`config.mk`:
```
export PLATFORM = sky130hd
export DESIGN_NAME = seq_mul_unit
export DESIGN_NICKNAME = d
export VERILOG_FILES = /design/src/rtl/mul_pkg.sv /design/src/rtl/mul_step.sv /design/src/rtl/seq_mul_unit.sv
export SDC_FILE = /design/constraint.sdc
export NUM_CORES = 1
export LEC_CHECK = 0
export BUFFER_PORTS_ARGS = -buffer_cell sky130_fd_sc_hd__buf_2
export CAP_MARGIN = 10
export CORE_AREA = 2 2 169 171
export CTS_CLUSTER_SIZE = 30
export DETAILED_ROUTE_END_ITERATION = 8
export DIE_AREA = 0 0 171 173
export GPL_TIMING_DRIVEN = 1
export PLACE_DENSITY = 0.58
export SYNTH_ARGS = -nofsm -noshare
export SYNTH_HDL_FRONTEND = slang
export SYNTH_SLANG_ARGS = --single-unit
```
`constraint.sdc`:
```
create_clock -name clk -period 3.3 [get_ports clk]
set_input_delay 0.66 -clock clk [delete_from_list [all_inputs] [get_ports clk]]
set_output_delay 0.66 -clock clk [all_outputs]
set_load 0.02 [all_outputs]
```
`src/rtl/mul_pkg.sv`:
```
// rtl/mul_pkg.sv - shared constants and types for the multiply unit
//
// Purpose: operation codes seen on the op/mul stall interface, the FSM state
// encoding of the sequential multiplier, and the default operand width.
// Ports: none (package).

package mul_pkg;

  // Operation codes carried on op (request) and mul (in-flight / stall code)
  localparam logic [1:0] OP_NONE  = 2'b00;
  localparam logic [1:0] OP_MULTU = 2'b01;
  localparam logic [1:0] OP_MULT  = 2'b10;
  localparam logic [1:0] OP_RSVD  = 2'b11;

  // Default operand width; HI and LO are each this wide
  localparam int MUL_WIDTH_DEF = 32;

  typedef enum logic [1:0] {
    S_IDLE = 2'b00,
    S_RUN  = 2'b01,
    S_FIX  = 2'b10
  } mul_state_t;

endpackage

```
`src/rtl/mul_step.sv`:
```
// rtl/mul_step.sv - one combinational add-and-shift iteration
//
// Purpose: given the partial product register and the multiplicand, form the
// partial product after one shift-add step. The upper half gets the
// multiplicand added when the current multiplier bit (prod[0]) is set; the sum
// is kept WIDTH+1 bits wide so its carry shifts into the top bit.
// Ports:
//   prod       in   2*WIDTH  current partial product {upper, remaining multiplier}
//   mcand      in   WIDTH    multiplicand (unsigned)
//   prod_next  out  2*WIDTH  partial product after this iteration

module mul_step #(
  parameter int WIDTH = 32
) (
  input  logic [2*WIDTH-1:0] prod,
  input  logic [WIDTH-1:0]   mcand,
  output logic [2*WIDTH-1:0] prod_next
);

  logic [WIDTH:0] addend;
  logic [WIDTH:0] sum;

  always_comb begin
    addend    = prod[0] ? {1'b0, mcand} : '0;
    sum       = {1'b0, prod[2*WIDTH-1:WIDTH]} + addend;
    // Carry lands in the top bit; the consumed multiplier bit falls off the bottom
    prod_next = {sum, prod[WIDTH-1:1]};
  end

endmodule

```
`src/rtl/seq_mul_unit.sv`:
```
// rtl/seq_mul_unit.sv - multi-cycle shift-add MULT/MULTU unit owning HI/LO
//
// Purpose: accepts a MULT or MULTU request in IDLE, forms the product one bit
// per cycle over WIDTH cycles (RUN), applies the sign in a single FIX cycle and
// writes HI/LO. While an operation is in flight, mul carries its op code so the
// pipeline can stall on mul != 0.
// Ports:
//   clk    in   1      clock, rising edge
//   rst    in   1      asynchronous active-low reset
//   start  in   1      request, sampled only in IDLE
//   op     in   2      00 none, 01 MULTU, 10 MULT, 11 reserved
//   a_in   in   WIDTH  multiplicand (rs)
//   b_in   in   WIDTH  multiplier (rt)
//   flush  in   1      synchronous abort of an in-flight operation
//   mul    out  2      op code in flight, 00 when idle
//   busy   out  1      high in RUN and FIX
//   done   out  1      one-cycle pulse in the cycle HI/LO first show a new result
//   hi     out  WIDTH  upper product half
//   lo     out  WIDTH  lower product half

module seq_mul_unit
  import mul_pkg::*;
#(
  parameter int WIDTH = MUL_WIDTH_DEF,
  parameter int CNT_W = 8
) (
  input  logic             clk,
  input  logic             rst,
  input  logic             start,
  input  logic [1:0]       op,
  input  logic [WIDTH-1:0] a_in,
  input  logic [WIDTH-1:0] b_in,
  input  logic             flush,
  output logic [1:0]       mul,
  output logic             busy,
  output logic             done,
  output logic [WIDTH-1:0] hi,
  output logic [WIDTH-1:0] lo
);

  localparam logic [CNT_W-1:0] LAST_CNT = CNT_W'(WIDTH - 1);

  mul_state_t           state, state_next;
  logic [2*WIDTH-1:0]   prod;
  logic [2*WIDTH-1:0]   prod_next;
  logic [2*WIDTH-1:0]   result;
  logic [WIDTH-1:0]     mcand;
  logic [CNT_W-1:0]     cnt;
  logic                 neg;
  logic                 accept;
  logic [WIDTH-1:0]     a_abs;
  logic [WIDTH-1:0]     b_abs;

  mul_step #(.WIDTH(WIDTH)) u_step (
    .prod      (prod),
    .mcand     (mcand),
    .prod_next (prod_next)
  );

  // Magnitudes for MULT. The most-negative value negates to itself, which read
  // as unsigned is exactly its magnitude, so no special case is needed.
  always_comb begin
    a_abs  = a_in[WIDTH-1] ? (-a_in) : a_in;
    b_abs  = b_in[WIDTH-1] ? (-b_in) : b_in;
    result = neg ? (-prod) : prod;
    accept = (state == S_IDLE) && start && ((op == OP_MULTU) || (op == OP_MULT));
  end

  assign busy = (state != S_IDLE);

  always_ff @(posedge clk or negedge rst) begin
    if (!rst) begin
      state <= S_IDLE;
    end else begin
      state <= state_next;
    end
  end

  always_comb begin
    state_next = state;
    case (state)
      S_IDLE: begin
        if (accept) state_next = S_RUN;
      end
      S_RUN: begin
        if (flush)                 state_next = S_IDLE;
        else if (cnt == LAST_CNT)  state_next = S_FIX;
      end
      S_FIX: begin
        state_next = S_IDLE;
      end
      default: begin
        state_next = S_IDLE;
      end
    endcase
  end

  always_ff @(posedge clk or negedge rst) begin
    if (!rst) begin
      mul   <= OP_NONE;
      done  <= 1'b0;
      hi    <= '0;
      lo    <= '0;
      prod  <= '0;
      mcand <= '0;
      neg   <= 1'b0;
      cnt   <= '0;
    end else begin
      done <= 1'b0;
      case (state)
        S_IDLE: begin
          if (accept) begin
            mul <= op;
            cnt <= '0;
            if (op == OP_MULT) begin
              mcand <= a_abs;
              prod  <= {{WIDTH{1'b0}}, b_abs};
              neg   <= a_in[WIDTH-1] ^ b_in[WIDTH-1];
            end else begin
              mcand <= a_in;
              prod  <= {{WIDTH{1'b0}}, b_in};
              neg   <= 1'b0;
            end
          end
        end
        S_RUN: begin
          if (flush) begin
            mul <= OP_NONE;
          end else begin
            prod <= prod_next;
            cnt  <= cnt + CNT_W'(1);
          end
        end
        S_FIX: begin
          mul <= OP_NONE;
          // An abort in the last cycle still wins: HI/LO keep the old product
          if (!flush) begin
            hi   <= result[2*WIDTH-1:WIDTH];
            lo   <= result[WIDTH-1:0];
            done <= 1'b1;
          end
        end
        default: begin
          mul <= OP_NONE;
        end
      endcase
    end
  end

endmodule

```
==> reports/metrics.cfg, run 1 <==
[status]
status=complete, no violations

[sta]
period_needed_ns=3.15
maxSlewHeadroom_pct=38.1
final.setup_skew_ns=0.0128
finalSetupViolCount=0
hold_slack_ns=0.223
slew_viol_final=0
fmax_mhz=317
fin_crit_sh_pct=95.5
timing_worst_slew_pin_value_ns=0.929
final_hold_violating_endpoints=0

[cells_and_area]
final_core_util_pct=47.0
synthToLayoutAreaGrowth_pct=18.2
layout-drive-gt1-share_pct=17.0
design.final.nets=1564
insertedDiodeCount=0
fill_cells=2790

[grt]
via_count_of_the_first_global_routing_pass=9042
largest_net_degree_at_the_start_of_global_routing=91
grt_pass1_wl_um=48500
grt_overflow_total=0
grt_antenna_before_repair=0
grtUsageTotal_pct=20.4

[worst_setup_path]
cp_max_fo=8
criticalPathCategory=reg -> reg
critical_path.reg2reg.endpoint=hi[19]
worst-endpoint-arrival_ns=3.46
worstReg2RegStart=prod[8]
worstPathRequired_ns=3.61
crit_path_end_kind=flop
reg2reg_path_depth=10
cp-start-kind=flop
timing.reg2reg.setup_slack_ns=0.15

[die]
placement_rows=61
core_um2=27600
fp.dieH_um=173
start_util_pct=39.8
chipWidth_um=171
ios=138
die-area_um2=29600

[power]
power_per_cell_area_nw_per_um2=761
p_leak_nw=5.91
ir_worst_vdd_mv=0.365

[routing]
detailroute.via_count=9598
length_of_the_first_detailed_routing_pass_in_iterations=7
viasPerCell=5.20
antenna_violating_nets_post_route=0
wirelength_um=29300
drt_first_iter_violations=645
post-route-drc-count=0
post_dr_wirelength_cell_um=15.8

[synthesis]
synthMuxAreaShare_pct=0.364
synthCells=1317
area_share_of_fa_ha_maj_cells_after_synthesis_pct=4.39
avgSynthCellArea_um2=8.35
postSynth.topFlopCell=dfrtp_1
postSynthNetCount=1425
synth_compound_area_share_pct=21.1
synthSimpleGateAreaFrac_pct=20.0
synth_enable_flop_cells=0
post-synth-top-area-fraction_pct=39.6
yosysSeqAreaShare_pct=39.6
netlist.top_cell.by_area=dfrtp_1
yosysUniqueCellTypes=58
ys_ff_latch=174
synth_xor_xnor_area_share_pct=11.2
synth-async-reset-ratio_pct=100
yosys_warnings=0
synth_area_um2=11000
main_combinational_cell_family_by_area_after_synthesis=compound AO/OA/AOI/OAI gates
synth_top_cells_by_area=dfrtp_1, o21ai_0, xor2_1, nand2_1, ha_1

[placed_design]
finalWeightedCongestion=0.895
io_buffers=137
detailed_place_hpwl_um=22300

[cts]
cts-buffers-inserted=17
clk_root_buffer_cell=clkbuf_16
cts.reportedPaths.clkPinSlew_ns=0.08
clock_tree.buffer_depth=2
htree_num_levels=4
tritoncts=yes
tritoncts_num_sinks=174
insertion_delay_ns=0.43
ctsHoldBuffers=0

[flow_run]
maxCapViolations=0

[hold_path]
hold_path.class=in -> async

-- cell usage after synthesis (all sizes together), types with 6 or more instances --
cell type,n
a21oi,84
and3,10
xnor2,40
a21o,14
nor3,28
buf,6
or2,6
clkbuf,61
nor2,61
nand3,22
o31ai,36
o41ai,14
nand2b,10
nor4,6
nand2,225
dfrtp,174
o21ai,223
inv,22
and2,37
nand4,7
ha,37
xor2,101
or3,28
or4,13
-- where the power goes --
group / internal, mW / switching (mW)
logic: 1.86 / 2.56
registers: 2.68 / 0.747
clock network: 1.02 / 1.02
total: 5.56 / 4.33
-- routing by layer --
metal | global-route usage, % | wire, µm
met5 | 0 | 0
met4 | 4.45 | 353
met3 | 2.93 | 1290
met2 | 29.3 | 12200
met1 | 32.2 | 15500
-- worst max-delay path by stage --
stage / end / startpoint
floorplan: hi[26] / prod[27]
finish: hi[19] / prod[8]
CTS: hi[30] / prod[0]
global route: prod[56] / prod[0]
global placement: hi[22] / prod[0]
detailed placement: hi[30] / prod[0]
-- cell usage in the layout (no fill, tap or decap), drive strengths merged, types with 14 or more instances in the layout --
cell | netlist | final
buf | 6 | 188
clkbuf | 61 | 17
o21ai | 223 | 223
o31ai | 36 | 36
o41ai | 14 | 14
nor3 | 28 | 28
dfrtp | 174 | 174
inv | 22 | 30
or3 | 28 | 28
xor2 | 101 | 101
ha | 37 | 37
and2 | 37 | 37
nand3 | 22 | 22
a21oi | 84 | 84
a21o | 14 | 14
xnor2 | 40 | 40
nor2 | 61 | 61
nand2 | 225 | 225
-- registers in the layout, summed over array words and instances (netlist names) --
signal / cells
prod: 64
hi: 32
lo: 32
mcand: 32
cnt: 8
mul: 2
state: 2
done: 1
neg: 1
-- cell families (layout without fill, tap and decap cells) --
group / after synthesis / in the layout
flops: 174 / 174
buf+inv: 90 / 242
compound gates: 405 / 405
xor+xnor: 141 / 141
fa+ha+maj: 38 / 38
simple gates: 465 / 465
mux: 4 / 4
-- cell type report --
class,instances,area [µm²],share of cell area (%)
multi-input combinational,1053,6330,48.7
timing repair buffer,188,1160,8.94
sequential,174,4360,33.5
clock buffer,17,425,3.27
inverter,22,82.6,0.635
clock inverter,15,168,1.29
tap,378,473,3.64
-- per-stage QoR --
| stage | setup WS (ns) | power, mW | area, µm² | setup TNS, ns | instances |
|---|---|---|---|---|---|
| after CTS | 0.0467 | 9.91 | 13000 | 0 | 1847 |
| after detailed placement | 0.0581 | 7.83 | 12400 | 0 | 1815 |
| after global placement | 0.124 | 7.77 | 12400 | 0 | 1815 |
| after global routing | -0.00124 | 10.7 | 13000 | -0.00124 | 1847 |
| final | 0.149 | 9.89 | 13000 | 0 | 1847 |
| after floorplan | 0.290 | 6.30 | 11000 | 0 | 1317 |
-- critical path, cell delays in order (launching register included) --
cell and delay, ns:
dfrtp_1 0.43, or4_1 0.60, or3_1 0.40, nor3_2 0.17, buf_4 0.15, nand3_1 0.14
or2_2 0.41, nand2b_4 0.19, o31ai_1 0.25, xor2_1 0.19, o21ai_0 0.10
-- what timing repair did --
action,CTS,global route
gates resized for setup,0,11
endpoints found under the hold margin,0,0
setup buffers,0,0
endpoints found under the setup margin,0,21
Note: power is estimated with default switching activity, not from simulation.
==> run 2, diff against run 1 <==
SETUP_SLACK_MARGIN = 0.3   (was unset)
==> run 2 against run 1 <==
Utilization increased by 1.4 points. Hold slack got worse by 0.010 ns. Clock skew decreased by 0.0032 ns. Global-route usage about the same. Clock power about the same. Via count increased by 0.95%. Non-clock buffer count increased by 9. Sequential power increased by 2%. Critical endpoint is now hi[26].
==> reports/metrics.cfg, run 2 (synthesis gave the netlist of run 1 again) <==
[cells_and_area]
design.final.nets=1573  ; +0.58%
largest_register_ff_count=64  ; unchanged
multi_input_area_um2=6630  ; +4.7%
register_containing_the_most_flip_flops_in_the_final_layout=prod
layout.cell_area.non_filler_um2=13400  ; +2.9%
final_core_util_pct=48.4  ; +1.4 points
regArea_um2=4360  ; +0.11%
synthToLayoutAreaGrowth_pct=21.6
layout-drive-gt1-share_pct=21.1  ; +4.1 points
layout_commonest_cell=nand2_1
final_cell_mix=nand2_1, o21ai_0, dfrtp_1, buf_2, xor2_1
fill_cells=2745  ; -1.6%

[worst_setup_path]
startpoint=prod[27]
critical-path-top-cell-by-count=or4_4
critical_path.n_buffers_inverters=0  ; -1
criticalPathCategory=reg -> reg
critPathSlowestCell=or4_4
worst_path_dominant_cell_family=simple AND/OR/NAND/NOR gates
cp-start-kind=flop
critical_path.cell_chain=or4_4, or4_4, or4_4, or3_4, or3_4, o21ai_2, xor2_1, o21ai_1
worstPathRequired_ns=3.61  ; about the same
cp_max_fo=4  ; -4
crit_path_end_kind=flop
slowest_delay_ns=0.53  ; -0.07 ns
worstReg2RegStart=prod[27]
worst-endpoint-arrival_ns=3.40  ; -0.06 ns

[sta]
slew_viol_final=0  ; unchanged
timing_worst_slew_pin_value_ns=0.887  ; -0.0421 ns
period_needed_ns=3.08  ; -0.0697 ns
grt_setup_unrepaired=true
final.setup_skew_ns=0.00963  ; -0.00322 ns
final_hold_violating_endpoints=0  ; unchanged
fin_crit_sh_pct=93.4  ; -2.1 points
maxSlewHeadroom_pct=40.9  ; +2.8 points
finalSetupViolCount=0  ; unchanged
fmax_mhz=325  ; +2.3%
timing.setup.tns_ns=0  ; unchanged

[cts]
cts-buffers-inserted=17  ; unchanged
clock_tree.buffer_depth=2  ; unchanged
ctsHoldBuffers=0  ; unchanged
htree_num_levels=4  ; unchanged
cts.reportedPaths.clkPinSlew_ns=0.07  ; about the same
insertion_delay_ns=0.44  ; about the same
tritoncts=yes
clk_root_buffer_cell=clkbuf_16
tritoncts_num_sinks=174  ; unchanged

[placed_design]
dpl_cell_area_um2=12300  ; -0.38%
io_buffers=137  ; unchanged
finalWeightedCongestion=0.874  ; -2.3%
detailed_place_hpwl_um=22300  ; +0.18%

[routing]
drt_first_iter_violations=699  ; +8.4%
wirelength_um=30000  ; +2.6%
post-route-drc-count=0  ; unchanged
antenna_violating_nets_post_route=0  ; unchanged
length_of_the_first_detailed_routing_pass_in_iterations=5  ; -2
viasPerCell=5.22  ; +0.40%
detailroute.via_count=9689  ; +0.95%
post_dr_wirelength_cell_um=16.2  ; +2.0%

[grt]
largest_net_degree_at_the_start_of_global_routing=78  ; -14%
grt_pass1_wl_um=48400  ; -0.13%
grt_overflow_total=0  ; unchanged
via_count_of_the_first_global_routing_pass=9096  ; +0.60%
grtUsageTotal_pct=20.5  ; about the same
grt_antenna_before_repair=1  ; +1

[hold_path]
hold_path.class=in -> async

[die]
die-area_um2=29600  ; unchanged
ios=138  ; unchanged
core_um2=27600  ; unchanged
placement_rows=61  ; unchanged
fp.dieH_um=173  ; unchanged
chipWidth_um=171  ; unchanged
start_util_pct=39.8  ; unchanged

[status]
status=complete, no violations

[power]
ir_worst_vdd_mv=0.411  ; +12%
power_per_cell_area_nw_per_um2=772  ; +1.4%
p_leak_nw=5.98  ; +1.1%

[flow_run]
maxCapViolations=0  ; unchanged

run 2: metrics by stage:
stage               hold WS [ns]  power (mW)  cells  setup slack, ns
finish                     0.213        10.3   1857            0.219
global route               0.258        11.1   1857            0.103
CTS                        0.244        10.1   1851            0.226
detailed placement         0.466        7.81   1812           0.0564
global placement           0.455        7.75   1812            0.147
floorplan                  0.364        6.30   1317            0.290
run 2: final cells by class:
type	count	share of cell area (%)
inverter	22	0.618
clock buffer	17	3.18
timing repair buffer	197	9.25
tap	378	3.54
clock inverter	15	1.22
antenna	1	0.0187
multi-input combinational	1053	49.6
sequential	174	32.6
run 2: power by group:
| part | leakage [nW] | total (mW) | internal [mW] | switching, mW |
|---|---|---|---|---|
| registers | 2.30 | 3.48 | 2.68 | 0.801 |
| logic | 3.39 | 4.78 | 2.08 | 2.70 |
| clock network | 0.287 | 2.05 | 1.02 | 1.03 |
run 2: final timing paths:
path | to | depth (start not counted) | slack (ns)
setup / recovery | hi[26] | 8 | 0.22
hold / removal | cnt[7] | 1 | 0.21
setup reg to reg | hi[26] | 8 | 0.22
hold reg to reg | lo[12] | 2 | 0.48
max in group asynchronous | hi[22] | 2 | 2.27
min in group clk | mul[1] | 2 | 0.46
run 2: timing repair:
action | CTS | global route
cloned | 1 | 0
buffers inserted | 6 | 5
pin swaps | 17 | 19
setup endpoints to repair | 22 | 30
gates resized for setup | 37 | 42
run 2: routing by layer:
| metal | global-route usage, % | share of wire [%] | vias up | wire length [µm] |
|---|---|---|---|---|
| met2 | 28.6 | 41 | 225 | 12400 |
| met4 | 5.30 | 1.5 | 0 | 460 |
| met3 | 2.77 | 4.6 | 23 | 1390 |
| li1 | - | - | 4930 | - |
| met1 | 32.6 | 53 | 4511 | 15800 |
| met5 | 0 | 0 | - | 0 |
